$ cat src/rtl/tinker_prefetch_queue.sv
// Instruction prefetch queue: credit-limited in-order fetch into a FWFT FIFO,
// with redirect flush that discards responses still in flight.
module tinker_prefetch_queue #(
  parameter int          DEPTH    = 4,
  parameter logic [63:0] RESET_PC = 64'h2000
) (
  input  logic                     clk,
  input  logic                     reset,
  input  logic                     redirect_valid,
  input  logic [63:0]              redirect_pc,
  output logic                     mem_req_valid,
  output logic [63:0]              mem_req_addr,
  input  logic                     mem_req_ready,
  input  logic                     mem_resp_valid,
  input  logic [31:0]              mem_resp_data,
  output logic                     inst_valid,
  output logic [31:0]              inst_data,
  output logic [63:0]              inst_pc,
  input  logic                     inst_ready,
  output logic [$clog2(DEPTH):0]   count,
  output logic                     protocol_err
);
  localparam int AW = $clog2(DEPTH);
  localparam int CW = AW + 1;

  logic [63:0]   fetch_pc;
  logic [63:0]   pc_q   [DEPTH];
  logic [31:0]   data_q [DEPTH];
  logic [63:0]   aq     [DEPTH];
  logic [AW-1:0] head, tail, aq_head, aq_tail;
  logic [CW-1:0] outstanding, drop;
  logic [CW:0]   inflight;
  logic          accept, resp_fire, push, pop;
  logic          unused_pc_lsbs;

  assign unused_pc_lsbs = ^redirect_pc[1:0];

  // Credits cover both queued entries and in-flight requests so every
  // response is guaranteed a free slot.
  assign inflight      = {1'b0, count} + {1'b0, outstanding};
  assign mem_req_valid = !reset && !redirect_valid && (inflight < (CW+1)'(DEPTH));
  assign mem_req_addr  = fetch_pc;
  assign accept        = mem_req_valid && mem_req_ready;
  assign resp_fire     = mem_resp_valid && (outstanding != '0);
  assign push          = resp_fire && (drop == '0) && !redirect_valid;
  assign inst_valid    = (count != '0);
  assign pop           = inst_valid && inst_ready && !redirect_valid;
  assign inst_data     = data_q[head];
  assign inst_pc       = pc_q[head];

  always_ff @(posedge clk) begin
    if (accept) aq[aq_tail] <= fetch_pc;
    if (push) begin
      pc_q[tail]   <= aq[aq_head];
      data_q[tail] <= mem_resp_data;
    end
  end

  always_ff @(posedge clk or posedge reset) begin
    if (reset) begin
      fetch_pc     <= RESET_PC;
      head         <= '0;
      tail         <= '0;
      aq_head      <= '0;
      aq_tail      <= '0;
      count        <= '0;
      outstanding  <= '0;
      drop         <= '0;
      protocol_err <= 1'b0;
    end else begin
      if (mem_resp_valid && (outstanding == '0)) protocol_err <= 1'b1;
      if (accept)    aq_tail <= aq_tail + 1'b1;
      if (resp_fire) aq_head <= aq_head + 1'b1;
      outstanding <= outstanding + CW'(accept) - CW'(resp_fire);
      if (redirect_valid) begin
        fetch_pc <= {redirect_pc[63:2], 2'b00};
        head     <= '0;
        tail     <= '0;
        count    <= '0;
        // Every request still in flight after this cycle is stale; drop
        // already-stale ones are a subset, so the total is just outstanding.
        drop     <= outstanding - CW'(resp_fire);
      end else begin
        if (accept) fetch_pc <= fetch_pc + 64'd4;
        if (push)   tail     <= tail + 1'b1;
        if (pop)    head     <= head + 1'b1;
        count <= count + CW'(push) - CW'(pop);
        if (resp_fire && (drop != '0)) drop <= drop - 1'b1;
      end
    end
  end
endmodule

$ cat config.mk
export PLATFORM = sky130hd
export DESIGN_NAME = tinker_prefetch_queue
export DESIGN_NICKNAME = d
export VERILOG_FILES = /design/src/rtl/tinker_prefetch_queue.sv
export SDC_FILE = /design/constraint.sdc
export NUM_CORES = 1
export LEC_CHECK = 0
export CAP_MARGIN = 10
export CORE_MARGIN = 3
export CORE_UTILIZATION = 36
export DETAILED_ROUTE_END_ITERATION = 8
export SETUP_SLACK_MARGIN = 0.3
export SYNTH_ARGS = -nofsm -noshare
export SYNTH_HDL_FRONTEND = slang
export SYNTH_SLANG_ARGS = --single-unit
export TNS_END_PERCENT = 5
$ cat constraint.sdc
create_clock -name clk -period 8.29 [get_ports clk]
set_input_delay 0.829 -clock clk [delete_from_list [all_inputs] [get_ports clk]]
set_output_delay 0.829 -clock clk [all_outputs]
set_load 0.01 [all_outputs]
---- Yosys cells after proc, flatten, opt, wreduce, memory -nomap -nowiden ----
Memory sizes are Yosys's and may differ from the RTL's.
Cells that the tools add are included.
operators by class
  order comparisons ....................... 1
  $add $sub $neg .......................... 12
  reductions and logical operators ........ 21
  muxes and demuxes ....................... 13
operators with widths
  cell                                                        count
  2-to-1 mux 64 bit                                           2
  adder 64 x 3 -> 64 bit, second input constant               1
  logical AND 1 bit                                           10
  2-to-1 mux 3 bit                                            3
  nonzero test 3 bit                                          3
  subtractor 3 x 1 -> 3 bit                                   3
  adder 2 x 1 -> 2 bit, second input constant                 4
  2-to-1 mux 2 bit                                            4
  nonzero test 2 bit                                          4
  adder 3 x 1 -> 3 bit                                        2
  logical NOT 3 bit                                           2
  adder 3 x 3 -> 4 bit                                        1
  less-than comparator 4 x 3 -> 1 bit, second input constant  1
  2-to-1 mux 1 bit                                            4
  subtractor 3 x 1 -> 3 bit, second input constant            1
  logical NOT 1 bit                                           2
word-level totals
  input bits .............................. 102
  output and inout port bits .............. 166
  register bits after elaboration ......... 82
  memories ................................ 3
  RAM bits ................................ 640
memories
  memory  depth  width  read ports  clocked after Yosys merged registers in  wr ports  line  text
  aq      4      64     1           0                                        1         29    logic [63:0] aq [DEPTH];
  pc_q    4      64     1           0                                        1         27    logic [63:0] pc_q [DEPTH];
  data_q  4      32     1           0                                        1         28    logic [31:0] data_q [DEPTH];

---- Longest topological paths before layout ----
Gate-level depths: netlist of the first run.
  depth after elaboration ................. 7
  depth in mapped cells ................... 13

---- Least setup slack after synthesis of the first run ----
No wires, ideal clock.
  path kind ............................... input to register
  start point ............................. in mem_resp_valid
  end point ............................... mem data_q[0][0] (enable)
  slack ................................... 4.170 ns
  data arrival time ....................... 3.656 ns
  stages on the path ...................... 5
  required time ........................... 7.826 ns
  buffers on the path ..................... 1
  setup time .............................. 0.464 ns
  cell sequence ........................... o31ai_1 > inv_1 > and3_1 > clkbuf_1 > and3_1
between the ends
  word-level cells in the longest chain between the ends .. 5
RTL lines
  element                                 line  text
  start: declaration                      14    input logic mem_resp_valid,
  logical AND 1 bit                       44    assign resp_fire = mem_resp_valid && (outstanding != '0);
  via resp_fire                           33    logic accept, resp_fire, push, pop;
  logical AND 1 bit (2 in a row)          45    assign push = resp_fire && (drop == '0) && !redirect_valid;
  2-to-1 mux 1 bit                        53    if (push) begin
  2-to-1 mux 1 bit (not written as such)  55    data_q[tail] <= mem_resp_data;
  end: declaration                        28
The timed path passes the listed nets, and every way through them passes these cells.

---- Worst setup path in the final report of the first run ----
  start point ............................. reg head[0]
  end point ............................... out inst_pc[45]
between the ends
  word-level cells in the longest chain between the ends .. 1
RTL lines
  element                   line  text
  start: declaration        30    logic [AW-1:0] head, tail, aq_head, aq_tail;
  start signal: assignment  86    if (pop) head <= head + 1'b1;
  memory read (4 x 64 bit)  -
  end: declaration          18    output logic [63:0] inst_pc,
Every way passes these cells.

==> results of run 1 <==
sequential cells by signal (all words and copies together), names as in the netlist, 2 cells and up:
register / cells
pc_q: 248
aq_head: 2
head: 2
aq: 248
mem_req_addr: 62
aq_tail: 2
count: 3
data_q: 128
drop: 3
outstanding: 3
tail: 2
worst reg2reg max path, delay by kind of cell, from the launching register on:
kind / cells / cell delay (ps)
buffers and inverters: 2 / 1070
and+or+nand+nor: 2 / 1120
AOI/OAI and AO/OA: 1 / 210
DFF: 1 / 470
per-stage QoR:
step            util  instance area [um2]  setup slack [ps]  cells
6_report       0.451                33900              4010   2779
5_1_grt        0.451                33900              3790   2778
4_1_cts        0.451                33900              3870   2778
3_5_place_dp   0.418                31400              4010   2640
3_3_place_gp   0.418                31400              4090   2640
2_1_floorplan      -                27700              4170   1410
layout make-up:
| type | count | share of cell area |
|---|---|---|
| tap | 1020 | 0.0377 |
| antenna | 1 | 0.0000739 |
| timing repair buffer | 282 | 0.0816 |
| sequential | 704 | 0.613 |
| multi-input combinational | 610 | 0.193 |
| inverter | 24 | 0.00270 |
| clock inverter | 39 | 0.0120 |
| clock buffer | 99 | 0.0602 |
synth_stat cells (8+ instances only):
cell | number | area (um2)
edfxtp_1 | 624 | 18700
mux4_2 | 156 | 3510
dfrtp_1 | 79 | 1980
nand2_1 | 72 | 270
nand3_1 | 50 | 250
clkbuf_1 | 31 | 116
nand4_1 | 31 | 194
buf_2 | 27 | 135
nor2_1 | 27 | 101
o21ai_0 | 24 | 120
inv_1 | 22 | 82.6
ha_1 | 19 | 238
o211ai_1 | 18 | 135
and3_1 | 16 | 100
xnor2_1 | 15 | 131
and2_1 | 13 | 81.3
or3_1 | 11 | 68.8
a21oi_1 | 10 | 50.1
nor4_1 | 10 | 62.6
o311ai_0 | 10 | 87.6
or4_1 | 10 | 75.1
xor2_1 | 9 | 78.8
a31oi_1 | 8 | 50.1
buf_1 | 8 | 30.0
nor3_1 | 8 | 40.0
cells by family (layout without fill, tap and decap cells):
logic type	count (synthesis)	count (layout)
and+or+nand+nor	286	286
AOI/OAI and AO/OA	111	111
adders and majority gates	21	21
DFF	704	704
buffers and inverters	96	444
other	1	5
xor gates and xnor gates	24	24
muxes	164	164
metal layers:
layer | global-route usage | vias to the layer above | routed length [um]
met3 | 0.0403 | 84 | 4630
met1 | 0.240 | 7678 | 30300
met2 | 0.271 | 485 | 32800
met4 | 0.0468 | 6 | 1230
met5 | 0 | - | 36
li1 | - | 6381 | -
power by group:
part	internal [mW]	total (mW)	switching (mW)	leakage, nW
Combinational	1.05	1.99	0.938	3.12
Clock	1.96	3.31	1.35	1.19
Sequential	4.29	4.61	0.322	6.60
Total	7.31	9.92	2.61	10.9
worst min path at each step:
stage / endpoint / slack, ps / cells after the start
after floorplan: protocol_err / 490 / 1
after global placement: protocol_err / 450 / 1
after detailed placement: protocol_err / 460 / 1
after CTS: protocol_err / 490 / 1
after global routing: protocol_err / 500 / 1
final: protocol_err / 480 / 1
==> results.md, run 1 <==
- Status: finished, final reports clean
- Sequential cell area fraction in the yosys report: 0.750
- Most frequent cells in the layout: edfxtp_1, clkdlybuf4s50_1, mux4_2
- Data required time of the worst path: 7460 ps
- Critical Path Source: head[0]
- Root buffer cell: clkbuf_16
- Final hold vios: 0
- Post CTS Setup Buffer Count: 0
- Fin Setup TNS: 0 ps
- Port bufs: 261
- Clk slew on worst S/H paths: 60 ps
- Number of synthesized flops with an enable pin: 624
- Final GP Congestion: 0.726
- Global-route wire length before repair: 103 mm
- Total Routing Usage GR: 0.172
- Complex-gate fraction of the synthesized area: 0.0281
- Slew @ Worst Pin: 1130 ps
- Clk sinks: 704
- Vias/cell: 5.27
- Final Critical Period: 4280 ps
- Slowest CP cell: dfrtp_4
- Main combinational cell family by area after synthesis: multiplexers
- FMAX: 234 MHz
- Per-cell routed wire length: 24.8 um
- R2R cell count: 5
- Multi-input gate area: 0.00654 mm2
- WP depth: 3
- Via count: 14,600
- Register area: 0.0208 mm2
- Simple-Gate Fraction of Synth Area: 0.0588
- CTS Hold Bufs: 0
- CTS max path bufs: 3
- First-pass DRT Iterations: 5
- Pwr dens: 293 mW/mm2
- ANT nets after route: 0
- R2R Path End: pc_q[2][25]
- Mapped Area: 0.0276 mm2
- Family with the most delay on the worst path: buffers and inverters
- CP startpoint kind: flip-flop
- Max incr delay on CP: 850 ps
- Crit-path cells: buf_4, mux4_2, clkdlybuf4s50_1
- Worst r2r src: outstanding[2]
- Hold wc startpoint: protocol_err
- FF-to-FF setup slack: 4900 ps
- Die Wd: 283 um
- Commonest non-fill, non-tap cell in the layout: edfxtp_1
- Number of distinct library cells after synthesis: 63
- Vert. Die Dim: 283 um
- End of the critical path: inst_pc[45]
- # IOs: 268
- Skew final: 19.1 ps
- Buf/Inv on CP: 2
- Later-pin clock latency in the skew report: 610 ps
- P_leak: 10.9 nW
- # DRC: 0
- Maximum fanout along the worst path: 34
- Max-slew violations: 0
- Post-synthesis adder-cell area fraction: 0.0100
- Syn Area/Cell: 19.7 um2
- CTS tree: built
- Power, Total: 9.92 mW
- WS Path Type: reg2out
- Max IR drop VDD: 181 uV
- Largest net degree at the start of global routing: 63
- Initial Util: 0.368
- FFs w/ async S/R, synth: 0.114
- 1st-iter DRT viols: 1,219
- Final nets: 1,820
- Mapped Cells: 1,407
- Layout filler cell count: 6,445
- Placeable Area: 0.0752 mm2
- Total routed wirelength: 69.0 mm
- Max-Slew Margin vs Limit: 0.244
- Yosys warnings: 0
- FF+latch count, synth: 704
- Crit path capture type: output port
- Synth Flop Type: edfxtp_1
- Worst Path Arrival: 3450 ps
- Max-cap violations: 0
- Final setup vio count: 0
- Vias in the first global route: 15,200
- CTS resizes: 0
- Area Growth Syn to Fin: 22.5%
- TritonCTS Buffers: 75
- Die ar.: 0.0802 mm2
- Mux cell area share after synthesis: 0.130
- Final Cycle Share: 0.516
- RSZ-0062 raised after global routing: no
- Initial antenna violation count: 5
- DP HPWL: 41.3 mm
- Smallest hold slack: 478 ps
- Min-Delay Path Class: reg2reg
- H-tree depth: 3
- Fraction of layout cells with a size suffix above 1: 0.184
- Gr ovfl total: 0
- Core Rows: 100
- Synth Area in XOR/XNOR: 0.00760
Power figures use the tool's default switching activity.
==> run 2, diff against run 1 <==
==> constraint.sdc (replaced) <==
create_clock -name clk -period 3.7 [get_ports clk]
set_input_delay 0.37 -clock clk [delete_from_list [all_inputs] [get_ports clk]]
set_output_delay 0.37 -clock clk [all_outputs]
set_load 0.01 [all_outputs]
==> run 2 against run 1 <==
Effect of this change: worst setup slack got worse by 3600 ps; non-clock buffer count increased by 26; clock skew increased by 6.9 ps; die area unchanged; sequential share of layout area decreased by 1.0 points; sequential cell count unchanged; critical path depth unchanged; hold slack got worse by 270 ps; power increased by 130%; core utilization increased by 0.76 points; global-route usage increased by 0.15 points; critical path type unchanged; largest power group unchanged.
==> results.md, run 2 (synthesis gave the netlist of run 1 again) <==
- ANT nets after route: 0
- Post CTS Setup Buffer Count: 0
- Die Wd: 283 um
- Global-route wire length before repair: 104 mm
- Clk sinks: 704
- Core Rows: 100
- Final hold vios: 0
- Most frequent cells in the layout: edfxtp_1, clkdlybuf4s50_1, mux4_2
- Data required time of the worst path: 3330 ps
- Min-Delay Path Class: in2async
- Area Growth Syn to Fin: 24.6%
- Slowest CP cell: dfrtp_4
- Final Cycle Share: 0.875
- Max-slew violations: 0
- Buf/Inv on CP: 2
- WS Path Type: reg2out
- Per-cell routed wire length: 24.7 um
- Max IR drop VDD: 341 uV
- Maximum fanout along the worst path: 32
- Regs by FF count: aq: 248 flops, pc_q: 248 flops, data_q: 128 flops
- Clk slew on worst S/H paths: 60 ps
- CP startpoint kind: flip-flop
- Commonest non-fill, non-tap cell in the layout: edfxtp_1
- FMAX: 309 MHz
- Worst slack, placed: 712 ps
- TritonCTS Buffers: 77
- Via count: 14,800
- CTS max path bufs: 3
- Initial Util: 0.368
- Pwr dens: 659 mW/mm2
- Vert. Die Dim: 283 um
- RSZ-0062 raised after global routing: no
- Max incr delay on CP: 780 ps
- Gr ovfl total: 0
- Die ar.: 0.0802 mm2
- CTS tree: built
- First-pass DRT Iterations: 5
- Port bufs: 261
- Vias/cell: 5.28
- Family with the most delay on the worst path: buffers and inverters
- # IOs: 268
- Crit-path cells: buf_12, mux4_2, clkdlybuf4s50_1
- Power, Total: 22.7 mW
- Total routed wirelength: 69.4 mm
- Layout filler cell count: 6,403
- Max-cap violations: 0
- # DRC: 0
- Root buffer cell: clkbuf_16
- Crit path capture type: output port
- H-tree depth: 3
- Placeable Area: 0.0752 mm2
- P_leak: 11.2 nW
- 1st-iter DRT viols: 1,189
- Slew @ Worst Pin: 791 ps
- Vias in the first global route: 15,300
- CTS resizes: 0
- Largest net degree at the start of global routing: 54
- Fraction of layout cells with a size suffix above 1: 0.206
- Max-Slew Margin vs Limit: 0.472
- Final nets: 1,848
- Worst setup margin: 462 ps
- Skew final: 26.0 ps
- Later-pin clock latency in the skew report: 630 ps
- Final Critical Period: 3240 ps
- Worst Path Arrival: 2870 ps
- CTS Hold Bufs: 0
- DP HPWL: 45.0 mm
- Status: finished, final reports clean
- Initial antenna violation count: 1
- Final setup vio count: 0
- Total Routing Usage GR: 0.173
- Final GP Congestion: 0.786
[run 2: through the flow]
| stage | utilization | instance area [um2] | hold WS (ps) | setup TNS, ps | cells |
|---|---|---|---|---|---|
| after global placement | 0.424 | 31900 | 454 | 0 | 2666 |
| after CTS | 0.458 | 34400 | 216 | 0 | 2810 |
| after detailed placement | 0.424 | 31900 | 454 | 0 | 2666 |
| after floorplan | - | 27700 | 469 | -16610 | 1410 |
| final | 0.458 | 34400 | 206 | 0 | 2811 |
| after global routing | 0.458 | 34400 | 275 | 0 | 2810 |
[run 2: metal layers]
layer,vias up,global-route usage,part of all wire
met5,-,0,0
met4,0,0.0498,0.022
met3,99,0.0414,0.065
met2,456,0.275,0.48
met1,7840,0.239,0.44
li1,6452,-,-
[run 2: area by class of cell]
type,count,area [um2],area share
flip-flops and latches,704,20800,0.602
clock buffers,96,2090,0.0607
diodes,1,2.50,0.0000726
multi-input cells,610,6540,0.190
well taps,1020,1280,0.0370
clock inverters,48,495,0.0144
repair buffers,308,3200,0.0928
inverters,24,91.3,0.00265
[run 2: report_power, final]
group / switching [mW] / internal, mW / total (mW)
clock network: 3.16 / 4.55 / 7.71
registers: 0.661 / 9.60 / 10.3
logic: 2.24 / 2.49 / 4.73
total: 6.06 / 16.6 / 22.7
[run 2: final timing paths]
kind	from	end	slack [ps]	cells after the start
max	head[0]	inst_pc[30]	460	3
min	reset	count[2]	210	2
max reg2reg	outstanding[2]	count[2]	740	13
min reg2reg	protocol_err	protocol_err	470	1
max in group asynchronous	reset	head[0]	2710	3
min in group clk	redirect_pc[35]	mem_req_addr[35]	320	3
